===== src/rtl/cc_irq_pkg.sv =====
// Shared types, default parameters and helpers for the IRQ scheduler / watchdog.
package cc_irq_pkg;

  typedef enum logic {
    PULSE = 1'b0,
    RUN   = 1'b1
  } wd_state_e;

  localparam int unsigned IRQ_PERIOD_LOG2_DEF = 6;
  localparam int unsigned WDOG_FRAMES_DEF     = 16;
  localparam int unsigned RST_PULSE_DEF       = 32;

  // Increment that sticks at max; narrower counters zero-extend in and truncate out.
  function automatic logic [7:0] sat_inc(input logic [7:0] v, input logic [7:0] max);
    return (v == max) ? v : v + 8'd1;
  endfunction

endpackage


===== src/rtl/cc_irq_wdog_ctrl_watchdog.sv =====
// Frame watchdog: vblank edge detect, starvation count and PULSE/RUN reset FSM.
module cc_watchdog
  import cc_irq_pkg::*;
#(
  parameter int unsigned WDOG_FRAMES = WDOG_FRAMES_DEF,
  parameter int unsigned RST_PULSE   = RST_PULSE_DEF
) (
  input  logic       clk,
  input  logic       RESETn,
  input  logic       vblank,
  input  logic       wdog_n,
  input  logic       wdog_disable,
  output logic       cpu_reset_n,
  output logic       run,
  output logic [3:0] wdog_fires
);

  wd_state_e  state, state_nx;
  logic       vblank_q;
  logic       rise;
  logic [7:0] pulse_cnt, pulse_cnt_nx;
  logic [7:0] wd_cnt, wd_cnt_nx;
  logic [3:0] fires_nx;

  assign rise = vblank && !vblank_q;
  assign run  = (state == RUN);

  // Next-state: count out the reset pulse, then count unkicked frames until firing.
  always_comb begin
    state_nx     = state;
    pulse_cnt_nx = pulse_cnt;
    wd_cnt_nx    = wd_cnt;
    fires_nx     = wdog_fires;
    if (state == PULSE) begin
      pulse_cnt_nx = pulse_cnt + 8'd1;
      if (pulse_cnt == 8'(RST_PULSE - 1)) begin
        state_nx  = RUN;
        wd_cnt_nx = '0;
      end
    end else begin
      if (!wdog_n || wdog_disable) begin
        wd_cnt_nx = '0;
      end else if (rise) begin
        if (wd_cnt == 8'(WDOG_FRAMES - 1)) begin
          state_nx     = PULSE;
          pulse_cnt_nx = '0;
          wd_cnt_nx    = '0;
          fires_nx     = 4'(sat_inc({4'd0, wdog_fires}, 8'd15));
        end else begin
          wd_cnt_nx = wd_cnt + 8'd1;
        end
      end
    end
  end

  // State and counters; cpu_reset_n is registered from the next state so it tracks PULSE exactly.
  always_ff @(posedge clk or negedge RESETn) begin
    if (!RESETn) begin
      state       <= PULSE;
      vblank_q    <= 1'b0;
      pulse_cnt   <= '0;
      wd_cnt      <= '0;
      wdog_fires  <= '0;
      cpu_reset_n <= 1'b0;
    end else begin
      state       <= state_nx;
      vblank_q    <= vblank;
      pulse_cnt   <= pulse_cnt_nx;
      wd_cnt      <= wd_cnt_nx;
      wdog_fires  <= fires_nx;
      cpu_reset_n <= (state_nx == RUN);
    end
  end

endmodule


===== src/rtl/cc_irq_wdog_ctrl.sv =====
// CPU IRQ scheduler at fixed scanline spacing plus frame watchdog driving CPU reset.
module cc_irq_wdog_ctrl
  import cc_irq_pkg::*;
#(
  parameter int unsigned                 IRQ_PERIOD_LOG2 = IRQ_PERIOD_LOG2_DEF,
  parameter logic [IRQ_PERIOD_LOG2-1:0]  IRQ_PHASE       = '0,
  parameter int unsigned                 WDOG_FRAMES     = WDOG_FRAMES_DEF,
  parameter int unsigned                 RST_PULSE       = RST_PULSE_DEF
) (
  input  logic       clk,
  input  logic       RESETn,
  input  logic [7:0] vcount,
  input  logic       line_start,
  input  logic       vblank,
  input  logic       intack_n,
  input  logic       wdog_n,
  input  logic       wdog_disable,
  output logic       irq_n,
  output logic       cpu_reset_n,
  output logic [7:0] irq_overrun,
  output logic [3:0] wdog_fires
);

  logic run;
  logic irq_event;
  logic unused_vcount;

  // Only the low bits select the phase; the rest of vcount is deliberately ignored.
  assign unused_vcount = ^vcount;
  assign irq_event = line_start && (vcount[IRQ_PERIOD_LOG2-1:0] == IRQ_PHASE) && run;

  cc_watchdog #(
    .WDOG_FRAMES (WDOG_FRAMES),
    .RST_PULSE   (RST_PULSE)
  ) u_wdog (
    .clk          (clk),
    .RESETn       (RESETn),
    .vblank       (vblank),
    .wdog_n       (wdog_n),
    .wdog_disable (wdog_disable),
    .cpu_reset_n  (cpu_reset_n),
    .run          (run),
    .wdog_fires   (wdog_fires)
  );

  // IRQ line: ack beats a new event, and any event that cannot become a fresh IRQ is an overrun.
  always_ff @(posedge clk or negedge RESETn) begin
    if (!RESETn) begin
      irq_n       <= 1'b1;
      irq_overrun <= '0;
    end else if (!run) begin
      irq_n <= 1'b1;
    end else if (!intack_n) begin
      irq_n <= 1'b1;
      if (irq_event) irq_overrun <= sat_inc(irq_overrun, 8'd255);
    end else if (irq_event) begin
      if (!irq_n) irq_overrun <= sat_inc(irq_overrun, 8'd255);
      irq_n <= 1'b0;
    end
  end

endmodule

===== config.mk =====
export PLATFORM = sky130hd
export DESIGN_NAME = cc_irq_wdog_ctrl
export DESIGN_NICKNAME = d
export VERILOG_FILES = /design/src/rtl/cc_irq_pkg.sv /design/src/rtl/cc_irq_wdog_ctrl_watchdog.sv /design/src/rtl/cc_irq_wdog_ctrl.sv
export SDC_FILE = /design/constraint.sdc
export NUM_CORES = 1
export LEC_CHECK = 0
export ABC_AREA = 1
export CAP_MARGIN = 10
export CELL_PAD_IN_SITES_DETAIL_PLACEMENT = 1
export CELL_PAD_IN_SITES_GLOBAL_PLACEMENT = 1
export CORE_MARGIN = 3
export CORE_UTILIZATION = 35
export CTS_BUF_LIST = sky130_fd_sc_hd__clkbuf_4 sky130_fd_sc_hd__clkbuf_8
export CTS_CLUSTER_DIAMETER = 30
export DETAILED_ROUTE_END_ITERATION = 10
export PLACE_DENSITY = 0.72
export SLEW_MARGIN = 20
export SYNTH_ARGS = -nofsm -noshare
export SYNTH_HDL_FRONTEND = slang
export SYNTH_SLANG_ARGS = --single-unit

===== constraint.sdc =====
create_clock -name clk -period 1.3 [get_ports clk]
set_input_delay 0.26 -clock clk [delete_from_list [all_inputs] [get_ports clk]]
set_output_delay 0.26 -clock clk [all_outputs]
set_load 0.02 [all_outputs]

==> out/qor.yml, run 1 <==
outcome: "finished with violations"
violations: "negative setup slack"
initial_utilization: 0.373
grt_pass1_wl_mm: 8.85
layout.nets: 346
cp_data_required_time_ns: 1.47
period_share: 1.05
grt_pass1_vias: 1913
finalCriticalPeriod_ns: 1.36
drc_errors: 0
io_pins: 29
cp-start-kind: "flop"
fin_ws_ns: -0.0636
pre_cts_slack_ns: -0.358
avgViaCountPerCell: 4.84
gp_congestion: 0.778
dieArea_sq_um: 6070
grt_util_all_layers: 0.181
portBuffers: 26
placementRows: 25
ys_seq_elements: 31
synth_nets: 265
syn-cell-area_sq_um: 1810
synthCells: 246
rsz0062_at_grt: "yes"
synth_top_cell_by_area: "dfrtp_1"
cts_buffer_depth: 2
firstDrtPassIters: 4
hpwlAfterDp_mm: 3.64
tritoncts: "yes"
critPathCaptureType: "flop"
synth_cell_types: 25
power_leakage_nw: 1.45
yosysTopAreaCellShare: 0.415
p_per_area_nw_per_um2: 783
die_width_um: 77.9
clkSlewWorstSetupHoldPaths_ns: 0.07
clkSinkCount: 31
ant_nets: 0
core_sq_um: 4850
die_h_um: 77.9
path_class: "flop to flop"
drive_gt1_frac: 0.335
arrival_ns: 1.54
cp_common_cell: "nand2_1"
antenna_found_initial: 0
cp_slowest_cell: "dfrtp_1"
crit_chain: "ha_4, nand3_4, nor2_4, nand4_1, nand2_1, nand2_1"
area_delta_synth_final_pct: 54.9
vias: 1910
critPathMaxStageDelay_ns: 0.42
final_common_cell: "nand2_1"
crit_path_max_fanout: 4
drv_cap: 0
cts-root-buf: "clkbuf_8"
finalInstanceArea_sq_um: 2800
dr.first_iter.drc_count: 86
synth_area_leaders: "dfrtp_1 (41%), nand2_1 (18%), nand3_1 (7.7%), inv_1 (5.6%), o21ai_0 (3.9%)"
seq_area_frac_synth: 0.429
tightest_slew_ns: 0.366
crit_path_start: "u_wdog.wd_cnt[0]"
hp-class: "primary input to asynchronous set/reset pin"
vdd_drop_max_v: 0.000720
grt_overflow: 0
avgSynthCellArea_sq_um: 7.35
final_cell_mix: "nand2_1 (74), buf_4 (47), dfrtp_1 (27), inv_1 (26), nand3_1 (24)"
clock_latency_ns: 0.28
cts_buffers: 5
skew_ns: 0.00623
routed_wirelength_mm: 5.40
fillers: 608
antenna_cells: 0
wl_per_cell_um: 13.7
fmax_mhz: 733
slew_headroom: 0.754
setup_violations: 16
drv_slew: 0
timing.rr.start: "u_wdog.wd_cnt[0]"
reg2reg_slack_ns: -0.06
grt_start_max_net_pins: 32
htree_levels: 2
ys_warn_count: 0
hold_viol: 0
place_area_sq_um: 2470
## logic make-up after synthesis
group                      after synthesis  share of synthesized area
DFF                                     31                      0.429
buffers and inverters                   30                     0.0636
xor gates and xnor gates                 6                     0.0290
and+or+nand+nor                        156                      0.394
adders and majority gates                4                     0.0277
AOI/OAI and AO/OA                       19                     0.0560
## area by class of cell
cell class	count	area, sq um	share of cell area
inverter	28	108	0.0384
clock inverter	2	35.0	0.0125
tap	67	83.8	0.0299
multi-input combinational	185	1070	0.383
clock buffer	6	82.6	0.0295
timing repair buffer	76	638	0.228
sequential	31	781	0.279
## worst max-delay path: cells and delay by family (launching register included)
kind / cells / cell delay [ns]
adders and majority gates: 1 / 0.18
DFF: 1 / 0.42
and+or+nand+nor: 5 / 0.68
## metal layers
| layer | vias to the layer above | part of all wire | global-route usage |
|---|---|---|---|
| li1 | 958 | - | - |
| met1 | 928 | 0.45 | 0.227 |
| met2 | 20 | 0.52 | 0.322 |
| met3 | 4 | 0.020 | 0.0325 |
| met4 | 0 | 0.0085 | 0.0420 |
| met5 | - | 0 | 0 |
## Yosys cell counts
cell	instances
o21ai_1	1
inv_1	27
nand4_1	10
nand3_2	2
xor2_1	5
o21ai_0	14
o21ai_2	1
nor2_4	2
nor2_1	17
nor3_2	1
ha_1	4
nand2_1	85
a21oi_1	2
nand2_2	2
xnor2_1	1
inv_2	1
dfstp_2	1
nand3_1	28
o21bai_1	1
buf_2	2
nand3b_1	3
dfrtp_1	30
nor2_2	3
nand2_4	1
nor3_1	2
## power by group
group / internal [mW] / switching, mW
logic: 0.103 / 0.101
clock network: 0.620 / 0.380
registers: 0.978 / 0.0140
total: 1.70 / 0.494
## state kept, by name, indices dropped and copies added (netlist names)
signal and cells:
irq_overrun 8, irq_n 1, u_wdog.wdog_fires 4, u_wdog.vblank_q 1, u_wdog.cpu_reset_n 1, u_wdog.wd_cnt 8
u_wdog.pulse_cnt 8
## path summary, 6_finish.rpt
kind                       cells past startpoint                    to
max                                            6  u_wdog.wdog_fires[0]
min                                            2       u_wdog.vblank_q
max reg2reg                                    6  u_wdog.wdog_fires[0]
min reg2reg                                    2   u_wdog.pulse_cnt[7]
max in group asynchronous                      2                 irq_n
min in group clk                               1       u_wdog.vblank_q
## stage by stage
step | hold slack (ns) | utilization | total power [mW] | TNS, ns | instances
final | 0.341 | 0.578 | 2.20 | -0.656 | 395
after global routing | 0.344 | 0.578 | 2.29 | -2.48 | 395
after floorplan | -0.0356 | - | 1.08 | 0 | 246
after detailed placement | 0.506 | 0.509 | 1.21 | -7.69 | 376
after CTS | 0.345 | 0.553 | 2.22 | -0.146 | 388
after global placement | 0.494 | 0.509 | 1.21 | -6.52 | 376
## what timing repair did
action,in CTS,in global routing
buffers inserted,4,7
setup endpoints to repair,42,33
hold buffers,0,0
pin swaps,10,24
gates resized for setup,43,32
Note: power is estimated with default switching activity, not from simulation.
==> run 2, diff against run 1 <==
Settings changed: CORE_UTILIZATION 35 to 30, PLACE_DENSITY 0.72 to 0.63.
==> run 2 against run 1 <==
- the run still ends with negative setup slack left
- cell count rose by 1.3%
- clock-buffer cell count rose by 1
- final area rose by 2.2%
- power fell by 8.4%
- sequential share of layout area fell by 0.51 points
- via count rose by 0.68%
==> out/qor.yml, run 2 (same netlist as run 1, synthesis figures left out) <==
routed_wirelength_mm: 5.68  # +5.2%
grt_start_max_net_pins: 32  # unchanged
wl_per_cell_um: 14.2  # +3.9%
cts_buffer_depth: 2  # unchanged
tns_ns: -0.149  # +0.508 ns
antenna_cells: 0  # unchanged
path_class: "flop to flop"
grt_pass1_vias: 2056  # +7.5%
core_sq_um: 5680  # +17%
place_area_sq_um: 2480  # +0.25%
arrival_ns: 1.50  # -0.04 ns
drc_errors: 0  # unchanged
cp_data_required_time_ns: 1.47  # about the same
pre_cts_slack_ns: -0.343  # +0.0151 ns
fin_ws_ns: -0.0274  # +0.0362 ns
tightest_slew_ns: 0.324  # -0.0424 ns
final_cell_mix: "nand2_1 (75), buf_4 (46), inv_1 (26), dfrtp_1 (25), nand3_1 (18)"
hold_buffers: 0  # unchanged
power_leakage_nw: 1.48  # +2.5%
layout.nets: 346  # unchanged
reg2reg_to: "u_wdog.pulse_cnt[7]"
finalPower_mw: 2.01  # -8.4%
clkSlewWorstSetupHoldPaths_ns: 0.07  # about the same
portBuffers: 26  # unchanged
dr.first_iter.drc_count: 40  # -53%
rsz0062_at_grt: "yes"
tritoncts: "yes"
die_h_um: 83.7  # +7.4%
setup_violations: 7  # -9
violations: "negative setup slack"
hold_viol: 0  # unchanged
gp_congestion: 0.801  # +2.9%
outcome: "finished with violations"
avgViaCountPerCell: 4.81  # -0.58%
fmax_mhz: 753  # +2.7%
timing.rr.start: "u_wdog.wd_cnt[0]"
crit_path_max_fanout: 6  # +2
die_width_um: 83.7  # +7.4%
drv_slew: 0  # unchanged
top_regs: "irq_overrun (8), u_wdog.pulse_cnt (8), u_wdog.wd_cnt (8)"
slew_headroom: 0.784  # +0.0301
firstDrtPassIters: 4  # unchanged
ant_nets: 0  # unchanged
clock_latency_ns: 0.29  # about the same
drive_gt1_frac: 0.360  # +0.0244
reg2regPathDepth: 8  # +2
cp.buffers_inverters: 1  # +1
crit_family: "simple AND/OR/NAND/NOR gates"
grt_util_all_layers: 0.167  # -0.0137
final_common_cell: "nand2_1"
drv_cap: 0  # unchanged
finalCriticalPeriod_ns: 1.33  # -0.0362 ns
grt_overflow: 0  # unchanged
p_per_area_nw_per_um2: 702  # -10%
reg2reg_slack_ns: -0.03  # +0.04 ns
skew_ns: 0.00906  # +0.00283 ns
critPathCaptureType: "flop"
cp_common_cell: "nand2_1"
crit_path_start: "u_wdog.wd_cnt[0]"
htree_levels: 2  # unchanged
grt_pass1_wl_mm: 9.58  # +8.3%
dieArea_sq_um: 7000  # +15%
crit_chain: "ha_4, nand3_4, nor2_4, nand2_2, nand2_4, inv_4, nand2_1, nand2_1"
cts-root-buf: "clkbuf_8"
vdd_drop_max_v: 0.000368  # -49%
cts_buffers: 5  # unchanged
placementRows: 27  # +8.0%
cp-start-kind: "flop"
cp_slowest_cell: "dfrtp_1"
clkSinkCount: 31  # unchanged
critPathMaxStageDelay_ns: 0.40  # -0.02 ns
area_delta_synth_final_pct: 58.3
period_share: 1.02  # -0.0279
hpwlAfterDp_mm: 3.81  # +4.7%
finalInstanceArea_sq_um: 2860  # +2.2%
vias: 1923  # +0.68%
antenna_found_initial: 0  # unchanged
hp-class: "primary input to asynchronous set/reset pin"
initial_utilization: 0.319  # -0.0544
io_pins: 29  # unchanged
==> run 2: cell count changes in the layout (fill, tap and decap cells not counted), moves of 2 or more <==
| cell | change |
|---|---|
| clkbuf_4 | +2 |
| nor2_4 | +2 |
| nand3_2 | +6 |
| nor2_1 | -2 |
| dfrtp_1 | -2 |
| o21ai_0 | +4 |
| nand3_1 | -6 |
| o21ai_2 | -3 |
| dfrtp_2 | +2 |
| nand2_2 | -2 |
==> run 2: area by class of cell <==
cell class / instances / area, sq um
Clock buffer: 7 / 83.8
Clock inverter: 1 / 5.00
Fill cell: 706 / 2810
Inverter: 28 / 108
Multi-Input combinational cell: 186 / 1160
Sequential cell: 31 / 783
Tap cell: 72 / 90.1
Timing Repair Buffer: 75 / 632
==> run 2: where the power goes <==
part           switching, mW  internal, mW
Sequential            0.0164         0.978
Combinational          0.106         0.107
Clock                  0.385         0.418
Total                  0.507          1.50
==> run 2: worst max path at each step <==
stage                           endpoint  slack (ns)  cells past startpoint
CTS                  u_wdog.pulse_cnt[7]       -0.02                      8
floorplan           u_wdog.wdog_fires[2]       0.002                      7
finish               u_wdog.pulse_cnt[7]       -0.03                      8
detailed placement      u_wdog.wd_cnt[5]       -0.34                      7
global placement        u_wdog.wd_cnt[3]       -0.26                      7
global route         u_wdog.pulse_cnt[2]       -0.12                      8
==> run 2: timing repair <==
item                                    4_1_cts  5_1_grt
cloned                                        1        0
gates resized for setup                      47       43
pin swaps                                    11       22
endpoints found under the setup margin       40       37
endpoints found under the hold margin         0        0
setup buffers                                 3        7
==> run 2: routing by layer <==
layer / share of wire / GRT usage
met1: 0.43 / 0.206
met2: 0.52 / 0.294
met5: 0 / 0
met3: 0.030 / 0.0365
met4: 0.016 / 0.0439
==> run 2: metrics by stage <==
stage / instances / hold WS [ns] / utilization
after floorplan: 246 / -0.0356 / -
after global placement: 381 / 0.498 / 0.436
after detailed placement: 381 / 0.517 / 0.436
after CTS: 393 / 0.353 / 0.473
after global routing: 400 / 0.349 / 0.505
final: 400 / 0.336 / 0.505
